==> src/rtl/matrix_pkg.sv <==
// Shared constants, FSM state type and dimension check for the matrix datapath.
package matrix_pkg;

  localparam int unsigned DIM_MAX = 5;
  localparam int unsigned ELEM_W  = 8;
  localparam int unsigned SLOT_W  = DIM_MAX * DIM_MAX * ELEM_W;
  localparam int unsigned BUS_W   = 2 * SLOT_W;
  localparam int unsigned DIM_W   = 3;

  typedef enum logic [1:0] {IDLE, LOAD, DONE} state_t;

  // Legal when both dimensions are within 1..DIM_MAX.
  function automatic logic dim_ok(input logic [DIM_W-1:0] m, input logic [DIM_W-1:0] n);
    return (m != '0) && (m <= DIM_W'(DIM_MAX)) && (n != '0) && (n <= DIM_W'(DIM_MAX));
  endfunction

endpackage

==> src/rtl/matrix_loader.sv <==
// Packs a row-major element stream into one slot of the two-slot matrix bus.
module matrix_loader
  import matrix_pkg::*;
(
  input  logic                clk,
  input  logic                reset,
  input  logic                start,
  input  logic                slot_sel,
  input  logic [DIM_W-1:0]    m_cfg,
  input  logic [DIM_W-1:0]    n_cfg,
  input  logic                abort,
  input  logic                elem_valid,
  input  logic [ELEM_W-1:0]   elem_data,
  output logic                elem_ready,
  output logic [DIM_W-1:0]    m_a_out,
  output logic [DIM_W-1:0]    n_a_out,
  output logic [DIM_W-1:0]    m_b_out,
  output logic [DIM_W-1:0]    n_b_out,
  output logic [BUS_W-1:0]    matrices_out,
  output logic                busy,
  output logic                done,
  output logic                error
);

  localparam int unsigned IDX_W = $clog2(BUS_W);

  state_t             state;
  logic               slot_q;
  logic [DIM_W-1:0]   m_q;
  logic [DIM_W-1:0]   n_q;
  logic [DIM_W-1:0]   row;
  logic [DIM_W-1:0]   col;
  logic               hs;
  logic               last_col;
  logic               last_elem;
  logic [IDX_W-1:0]   elem_base;

  // Abort wins over the handshake so the offered element is never taken.
  assign elem_ready = (state == LOAD) && !abort;
  assign hs         = elem_valid && elem_ready;
  assign last_col   = (col == n_q - DIM_W'(1));
  assign last_elem  = hs && last_col && (row == m_q - DIM_W'(1));
  assign elem_base  = (slot_q ? IDX_W'(SLOT_W) : '0)
                    + (IDX_W'(row) * IDX_W'(DIM_MAX) + IDX_W'(col)) * IDX_W'(ELEM_W);

  always_ff @(posedge clk or posedge reset) begin
    if (reset) begin
      state        <= IDLE;
      slot_q       <= 1'b0;
      m_q          <= '0;
      n_q          <= '0;
      row          <= '0;
      col          <= '0;
      m_a_out      <= '0;
      n_a_out      <= '0;
      m_b_out      <= '0;
      n_b_out      <= '0;
      matrices_out <= '0;
      busy         <= 1'b0;
      done         <= 1'b0;
      error        <= 1'b0;
    end else begin
      done  <= 1'b0;
      error <= 1'b0;
      case (state)
        IDLE: begin
          if (start) begin
            if (dim_ok(m_cfg, n_cfg)) begin
              slot_q <= slot_sel;
              m_q    <= m_cfg;
              n_q    <= n_cfg;
              row    <= '0;
              col    <= '0;
              busy   <= 1'b1;
              state  <= LOAD;
              // Target slot is cleared and marked invalid until the last element lands.
              if (slot_sel) begin
                matrices_out[BUS_W-1:SLOT_W] <= '0;
                m_b_out <= '0;
                n_b_out <= '0;
              end else begin
                matrices_out[SLOT_W-1:0] <= '0;
                m_a_out <= '0;
                n_a_out <= '0;
              end
            end else begin
              error <= 1'b1;
            end
          end
        end
        LOAD: begin
          if (abort) begin
            busy  <= 1'b0;
            state <= IDLE;
          end else if (hs) begin
            matrices_out[elem_base +: ELEM_W] <= elem_data;
            if (last_col) begin
              col <= '0;
              row <= row + DIM_W'(1);
            end else begin
              col <= col + DIM_W'(1);
            end
            if (last_elem) begin
              done  <= 1'b1;
              state <= DONE;
              if (slot_q) begin
                m_b_out <= m_q;
                n_b_out <= n_q;
              end else begin
                m_a_out <= m_q;
                n_a_out <= n_q;
              end
            end
          end
        end
        DONE: begin
          busy  <= 1'b0;
          state <= IDLE;
        end
        default: state <= IDLE;
      endcase
    end
  end

endmodule
==> config.mk <==
export PLATFORM = sky130hd
export DESIGN_NAME = matrix_loader
export DESIGN_NICKNAME = d
export VERILOG_FILES = /design/src/rtl/matrix_pkg.sv /design/src/rtl/matrix_loader.sv
export SDC_FILE = /design/constraint.sdc
export NUM_CORES = 1
export LEC_CHECK = 0
export ABC_AREA = 1
export BUFFER_PORTS_ARGS = -buffer_cell sky130_fd_sc_hd__buf_2
export CAP_MARGIN = 10
export CORE_ASPECT_RATIO = 0.7
export CORE_UTILIZATION = 40
export DETAILED_ROUTE_END_ITERATION = 10
export PLACE_DENSITY = 0.75
export SLEW_MARGIN = 5
export SYNTH_ARGS = -nofsm -noshare
export SYNTH_HDL_FRONTEND = slang
export SYNTH_SLANG_ARGS = --single-unit
==> constraint.sdc <==
create_clock -name clk -period 18.8 [get_ports clk]
set_input_delay 2.82 -clock clk [delete_from_list [all_inputs] [get_ports clk]]
set_output_delay 2.82 -clock clk [all_outputs]
set_load 0.1 [all_outputs]
# After elaboration in Yosys (flattened, before gate mapping)
# Index checks and enable logic that the tools add are counted.
totals:
  regBits: 430
  input_bits: 20
  output_inout_bits: 416
  word_cells: 128
classes:
  addsub: 7
  mul: 1
  order_cmp: 2
  n_eq_ne: 17
  shift: 2
  n_mux: 62
  n_reduce_logical: 22
op_table:
  columns: ["op", "count"]
  rows:
  - ["2-to-1 mux 400 bit", 4]
  - ["one-hot mux 400 bit (2 select lines)", 1]
  - ["bitwise mux 400 bit", 1]
  - ["2-to-1 mux 200 bit", 2]
  - ["variable shift 8 x 11 -> 400 bit, first input constant", 1]
  - ["indexed part select 8 x 11 -> 400 bit", 1]
  - ["2-to-1 mux 3 bit", 30]
  - ["one-hot mux 3 bit (2 select lines)", 6]
  - ["!= test 2 bit, second input constant", 11]
  - ["AND reduction 6 bit", 3]
  - ["AND reduction 8 bit", 2]
  - ["negation 9 -> 11 bit", 1]
  - ["2-to-1 mux 1 bit", 10]
  - ["2-to-1 mux 2 bit", 5]
  - ["adder 8 x 9 -> 9 bit", 1]
  - ["nonzero test 3 bit", 3]
  - ["2-to-1 mux 8 bit", 1]
  - ["AND reduction 4 bit", 2]
  - ["logical AND 1 bit", 7]
  - ["adder 3 x 1 -> 3 bit, second input constant", 2]
  - ["adder 6 x 3 -> 6 bit", 1]
  - ["== test 3 bit", 2]
  - ["<= comparator 3 bit, second input constant", 2]
  - ["multiplier 3 x 3 -> 6 bit, second input constant", 1]
  - ["other kinds (11)", 13]

# Longest topological paths before layout
# Gate-level depths: netlist of run 1.
logic_depth:
  word_depth: 9
  ltp_mapped: 22
  depth_no_buf: 21

# Worst setup path before layout of run 1
# No wires, ideal clock.
synth_timing:
  kind: "in2out"
  from: "input port abort"
  to: "output port elem_ready"
  arrival_ps: 3573
  t_required_ps: 15980
  slack_ps: 12407
  path_stages: 3
  path_buffers: 0
  cell_sequence: "inv_1 -> nand2_1 -> inv_1"
synth_via:
  elab_chain_cells: 2
synth_rtl:
  columns: ["element", "line_no", "rtl"]
  rows:
  - ["from (decl)", "matrix_loader.sv:11", "input logic abort,"]
  - ["zero test 1 bit", "matrix_loader.sv:39", "assign elem_ready = (state == LOAD) && !abort;"]
  - ["logical AND 1 bit", "matrix_loader.sv:39", null]
  - ["to (decl)", "matrix_loader.sv:14", "output logic elem_ready,"]
# No other way between the ends.

# Worst setup path after layout of run 1
# Same ends and word-level chain as after synthesis.

==> results of run 1 <==
==> through the flow <==
| stage | std cells | total power, uW | setup slack, ps | utilization | instance area [sq um] |
|---|---|---|---|---|---|
| 2_1_floorplan | 2025 | 2700 | 4010 | - | 18200 |
| 3_3_place_gp | 2981 | 3120 | 12350 | 0.469 | 20800 |
| 3_5_place_dp | 2981 | 3150 | 12360 | 0.469 | 20800 |
| 4_1_cts | 3059 | 4040 | 12350 | 0.502 | 22200 |
| 5_1_grt | 3059 | 4230 | 12290 | 0.502 | 22200 |
| 6_report | 3059 | 4030 | 12360 | 0.502 | 22200 |
==> worst paths after layout <==
path | start | endpoint | slack [ps] | depth (start not counted)
worst max register to register | row[0] | matrices_out[386] | 13840 | 18
worst min-delay path | matrices_out[28] | matrices_out[28] | 470 | 2
worst max-delay path | abort | elem_ready | 12360 | 5
worst min register to register | matrices_out[28] | matrices_out[28] | 470 | 2
max in group asynchronous | reset | matrices_out[393] | 13870 | 4
min in group asynchronous | reset | matrices_out[73] | 2420 | 2
==> final cells by class <==
type,count,area [sq um]
fillers,4148,22100
flip-flops and latches,430,10800
multi-input cells,1418,6630
repair buffers,448,2270
clock buffers,59,1220
well taps,594,743
inverters,91,354
clock inverters,19,225
==> report_power, final <==
| group | switching [uW] | internal (uW) | total (uW) | leakage (uW) |
|---|---|---|---|---|
| logic | 1750 | 300 | 2050 | 0.00591 |
| registers | 67.0 | 1030 | 1090 | 0.00598 |
| clock network | 375 | 513 | 888 | 0.000712 |
| total | 2190 | 1840 | 4030 | 0.0126 |
==> Yosys cell counts, drive strengths merged <==
| master | n |
|---|---|
| a31oi | 1 |
| ha | 21 |
| fa | 1 |
| dfrtp | 430 |
| buf | 63 |
| inv | 76 |
| clkinv | 15 |
| xnor2 | 3 |
| nand3b | 1 |
| a21oi | 15 |
| xor2 | 6 |
| nor2 | 88 |
| clkbuf | 23 |
| nor3 | 5 |
| nand3 | 406 |
| nand2 | 659 |
| or2 | 2 |
| a211oi | 2 |
| o21ai | 194 |
| nand4 | 13 |
| o21a | 1 |
==> layer usage <==
metal  GRT usage  vias to the layer above
met5           0                        -
met4      0.0802                        0
met3      0.0616                      131
met2       0.411                      743
met1       0.370                     8151
li1            -                     7487
==> worst min-delay path: cells and delay by family, from the launching register on <==
kind,cells,cell delay [ps]
and+or+nand+nor,2,100
DFF,1,340
==> cells by family (layout without fill, tap and decap cells) <==
logic type / count (synthesis) / count (layout) / synth area share
XOR/XNOR: 9 / 9 / 0.00434
AND/OR/NAND/NOR: 1174 / 1174 / 0.285
flip-flops: 430 / 430 / 0.592
AO/OA/AOI/OAI: 213 / 213 / 0.0602
adder cells (fa/ha/maj): 22 / 22 / 0.0156
buffers and inverters: 177 / 617 / 0.0434
==> impl_metrics.json, run 1 <==
{
  "ctsRootBufferMaster": "clkbuf_16",
  "netlist_instances": 2025,
  "antenna_left": 0,
  "area_delta_synth_final_pct": 22.2,
  "setup_viol": 0,
  "critPathTopFamily": "buffers and inverters",
  "hold_ws_ps": 475,
  "cts.reportedPaths.clkPinSlew_ps": 60,
  "max_stage_delay_ps": 440,
  "grt_pass1_wl_um": 95800,
  "rsz0062_at_grt": "false",
  "vias": 16500,
  "vdd.ir_drop.worst_mv": 0.142,
  "routed-wl-met2_um": 28100,
  "floorplan.initialDensity": 0.410,
  "synth_top_area_share": 0.592,
  "drc": 0,
  "cts_resized": 0,
  "avgViaCountPerCell": 5.40,
  "io_pins": 436,
  "syn_area_sq_um": 18200,
  "die_area_sq_um": 46300,
  "synth_top_area_cell": "dfrtp_1",
  "yosysUniqueCellTypes": 38,
  "final_common_cell": "nand2_1",
  "fmaxAchievable_mhz": 155,
  "cts-buffers-inserted": 42,
  "drive_gt1_frac": 0.239,
  "antenna_found_initial": 0,
  "syn_nets": 2067,
  "ctsHtreeMaxLevel": 2,
  "m1WireLength_um": 27200,
  "largest_register": "matrices_out",
  "status": "complete, no violations",
  "drt-initial-drc-count": 1763,
  "finalHoldViolCount": 0,
  "avgSynthCellArea_sq_um": 8.98,
  "end_kind": "primary output",
  "grt_max_degree": 116,
  "crit_buf_inv": 4,
  "cts_tree": "yes",
  "clock_latency_ps": 560,
  "cp_max_fo": 4,
  "wl_um": 62300,
  "clockBufferDepth": 3,
  "core_area_sq_um": 44300,
  "timing.setup.tns_ps": 0,
  "final_cell_mix": "642 x nand2_1, 435 x buf_2, 430 x dfrtp_1",
  "crit_chain": "buf_2, inv_1, nand2_1, inv_1, buf_2",
  "diodes": 0,
  "wl_met3_um": 5160,
  "synth-seq-cells": 430,
  "fin_nets": 2473,
  "fp-row-count": 64,
  "cts-hold-fix-buffers": 0,
  "clock-sinks": 430,
  "drtPass1Iterations": 8,
  "critical_path_class": "in -> out",
  "p_leak_uw": 0.0126,
  "cp_slowest_cell": "buf_2",
  "relSlewSlack": 0.190,
  "routedWlPerCell_um": 20.4,
  "synth_area_leaders": "dfrtp_1 59%, nand2_1 13%, nand3_1 11%",
  "yosys_warnings": 0,
  "synth-seq-area-share": 0.592,
  "arrival_ps": 3620,
  "place_congestion": 0.903,
  "die_h_um": 180,
  "power_density_nw_per_um2": 182,
  "overflow": 0,
  "top_layer_used": "met4",
  "grt.total_usage": 0.265,
  "required_ps": 15980,
  "min_period_ps": 6440,
  "cts_setup_buffers": 0,
  "largest_register_ffs": 400,
  "post-dp-hpwl_um": 42900,
  "cap_violations": 0,
  "grt_pass1_vias": 15900,
  "cp-start-kind": "input pin",
  "finalClockSkew_ps": 31.6,
  "finalMaxSlewViolations": 0,
  "io_buffer_count": 435,
  "hold_path.class": "reg -> reg",
  "tightest_slew_ps": 1210,
  "die_w_um": 257,
  "fin_crit_sh": 0.343
}
Power figures use the tool's default switching activity.
==> run 2, diff against run 1 <==
Clock period 18.8 ns to 6.3 ns, I/O delays scaled along.
==> impl_metrics.json, run 2 (synthesis results as in run 1) <==
{
  "place_congestion": 0.919,
  "worstHoldEndpoint": "matrices_out[79]",
  "drt-initial-drc-count": 1469,
  "hold_path.class": "reg -> reg",
  "vdd.ir_drop.worst_mv": 0.303,
  "cts-hold-fix-buffers": 0,
  "power_density_nw_per_um2": 539,
  "status": "complete, no violations",
  "antenna_found_initial": 0,
  "final_util": 0.501,
  "avgViaCountPerCell": 5.38,
  "fin_nets": 2475,
  "min_period_ps": 4930,
  "cts_resized": 0,
  "antenna_left": 0,
  "r2r-start": "row[0]",
  "vias": 16400,
  "required_ps": 6700,
  "die_h_um": 180,
  "placed_cells": 2983,
  "critical_path_class": "reg -> reg",
  "p_leak_uw": 0.0126,
  "cp-start-kind": "flop",
  "cts_setup_buffers": 0,
  "arrival_ps": 5330,
  "core_area_sq_um": 44300,
  "clock-sinks": 430,
  "drtPass1Iterations": 5,
  "floorplan.initialDensity": 0.410,
  "grt_pass1_vias": 15900,
  "drc": 0,
  "ctsHtreeMaxLevel": 2,
  "setup_slack_ps": 1370,
  "ctsRootBufferMaster": "clkbuf_16",
  "r2r_cells": 18,
  "area_delta_synth_final_pct": 22.1,
  "fmaxAchievable_mhz": 203,
  "largest_register_ffs": 400,
  "cts-buffers-inserted": 42,
  "die_area_sq_um": 46300,
  "clock_latency_ps": 550,
  "reg2reg_setup_slack_ps": 1370,
  "fin_crit_sh": 0.783,
  "cts_tree": "yes",
  "setup_viol": 0,
  "cap_violations": 0,
  "routedWlPerCell_um": 20.5,
  "relSlewSlack": 0.217,
  "finalHoldViolCount": 0,
  "largest_register": "matrices_out",
  "place_ws_ps": 1470,
  "hold_start": "matrices_out[79]",
  "final_cell_count_no_fill": 3057,
  "io_pins": 436,
  "reg2reg_to": "matrices_out[388]",
  "final_cell_mix": "642 x nand2_1, 435 x buf_2, 430 x dfrtp_1",
  "end_kind": "flop",
  "finalMaxSlewViolations": 0,
  "overflow": 0,
  "hold_depth": 2,
  "grt.total_usage": 0.266,
  "cp_max_fo": 41,
  "die_w_um": 257,
  "clockBufferDepth": 3,
  "drive_gt1_frac": 0.238,
  "wl_um": 62700,
  "diodes": 0,
  "final_common_cell": "nand2_1",
  "post-dp-hpwl_um": 43800,
  "n_fill_cell": 4119,
  "rsz0062_at_grt": "false",
  "grt_max_degree": 168,
  "io_buffer_count": 435,
  "fp-row-count": 64,
  "tightest_slew_ps": 1170,
  "cts.reportedPaths.clkPinSlew_ps": 60,
  "grt_pass1_wl_um": 95700,
  "finalClockSkew_ps": 15.5
}
-- run 2: cell types whose count changed in the layout (fill, tap and decap cells not counted), moves of 2 or more --
cell,before,now
clkbuf_8,11,8
bufinv_16,4,2
inv_6,3,0
clkbuf_16,42,45
clkinv_2,8,10
buf_12,0,2
-- run 2: how the worst max path moves through the flow --
stage | from | to | slack, ps | cells after the start
after global placement | row[0] | matrices_out[391] | 1610 | 18
final | row[0] | matrices_out[388] | 1370 | 18
after global routing | row[0] | matrices_out[388] | 1010 | 18
after floorplan | reset | busy | -450 | 1
after detailed placement | row[0] | matrices_out[388] | 1470 | 18
after CTS | row[0] | matrices_out[388] | 1390 | 18
-- run 2: routing by layer --
layer	routed length [um]	part of all wire	vias to the layer above	global-route usage
met5	0	0	-	0
met4	2020	0.032	0	0.0898
met3	4950	0.079	120	0.0601
met2	28200	0.45	721	0.412
met1	27600	0.44	8131	0.370
li1	-	-	7475	-
-- run 2: stage by stage --
stage	setup TNS (ps)	instance area [sq um]	hold WS, ps	power, uW
after floorplan	-193660	18200	452	8050
after global placement	0	20800	449	9320
after detailed placement	0	20800	454	9390
after CTS	0	22200	466	12000
after global routing	0	22200	494	12500
final	0	22200	463	12000
-- run 2: critical path, cell delays in order, from the launching register on --
cell and delay (ps):
dfrtp_1 460, ha_1 340, ha_1 320, fa_1 420, xor2_1 180, ha_1 350, nand3_1 110, nand2_1 80
nand2_1 40, nand2_1 140, inv_1 90, nand2_1 80, nand2_2 90, nand2_2 240, nand2_1 160, nor2_4 750
nand2_1 570, nand3_1 220, o21ai_1 100
-- run 2: layout make-up --
cell class,instances,area [sq um],area share
flip-flops and latches,430,10800,0.485
multi-input cells,1418,6630,0.299
repair buffers,450,2310,0.104
clock buffers,60,1260,0.0569
well taps,594,743,0.0335
inverters,91,350,0.0158
clock inverters,14,125,0.00564
-- run 2: report_power, final --
group	total, uW	switching (uW)	internal (uW)
combinational	6130	5230	906
sequential	3270	204	3060
clock	2560	1080	1470
total	12000	6520	5440
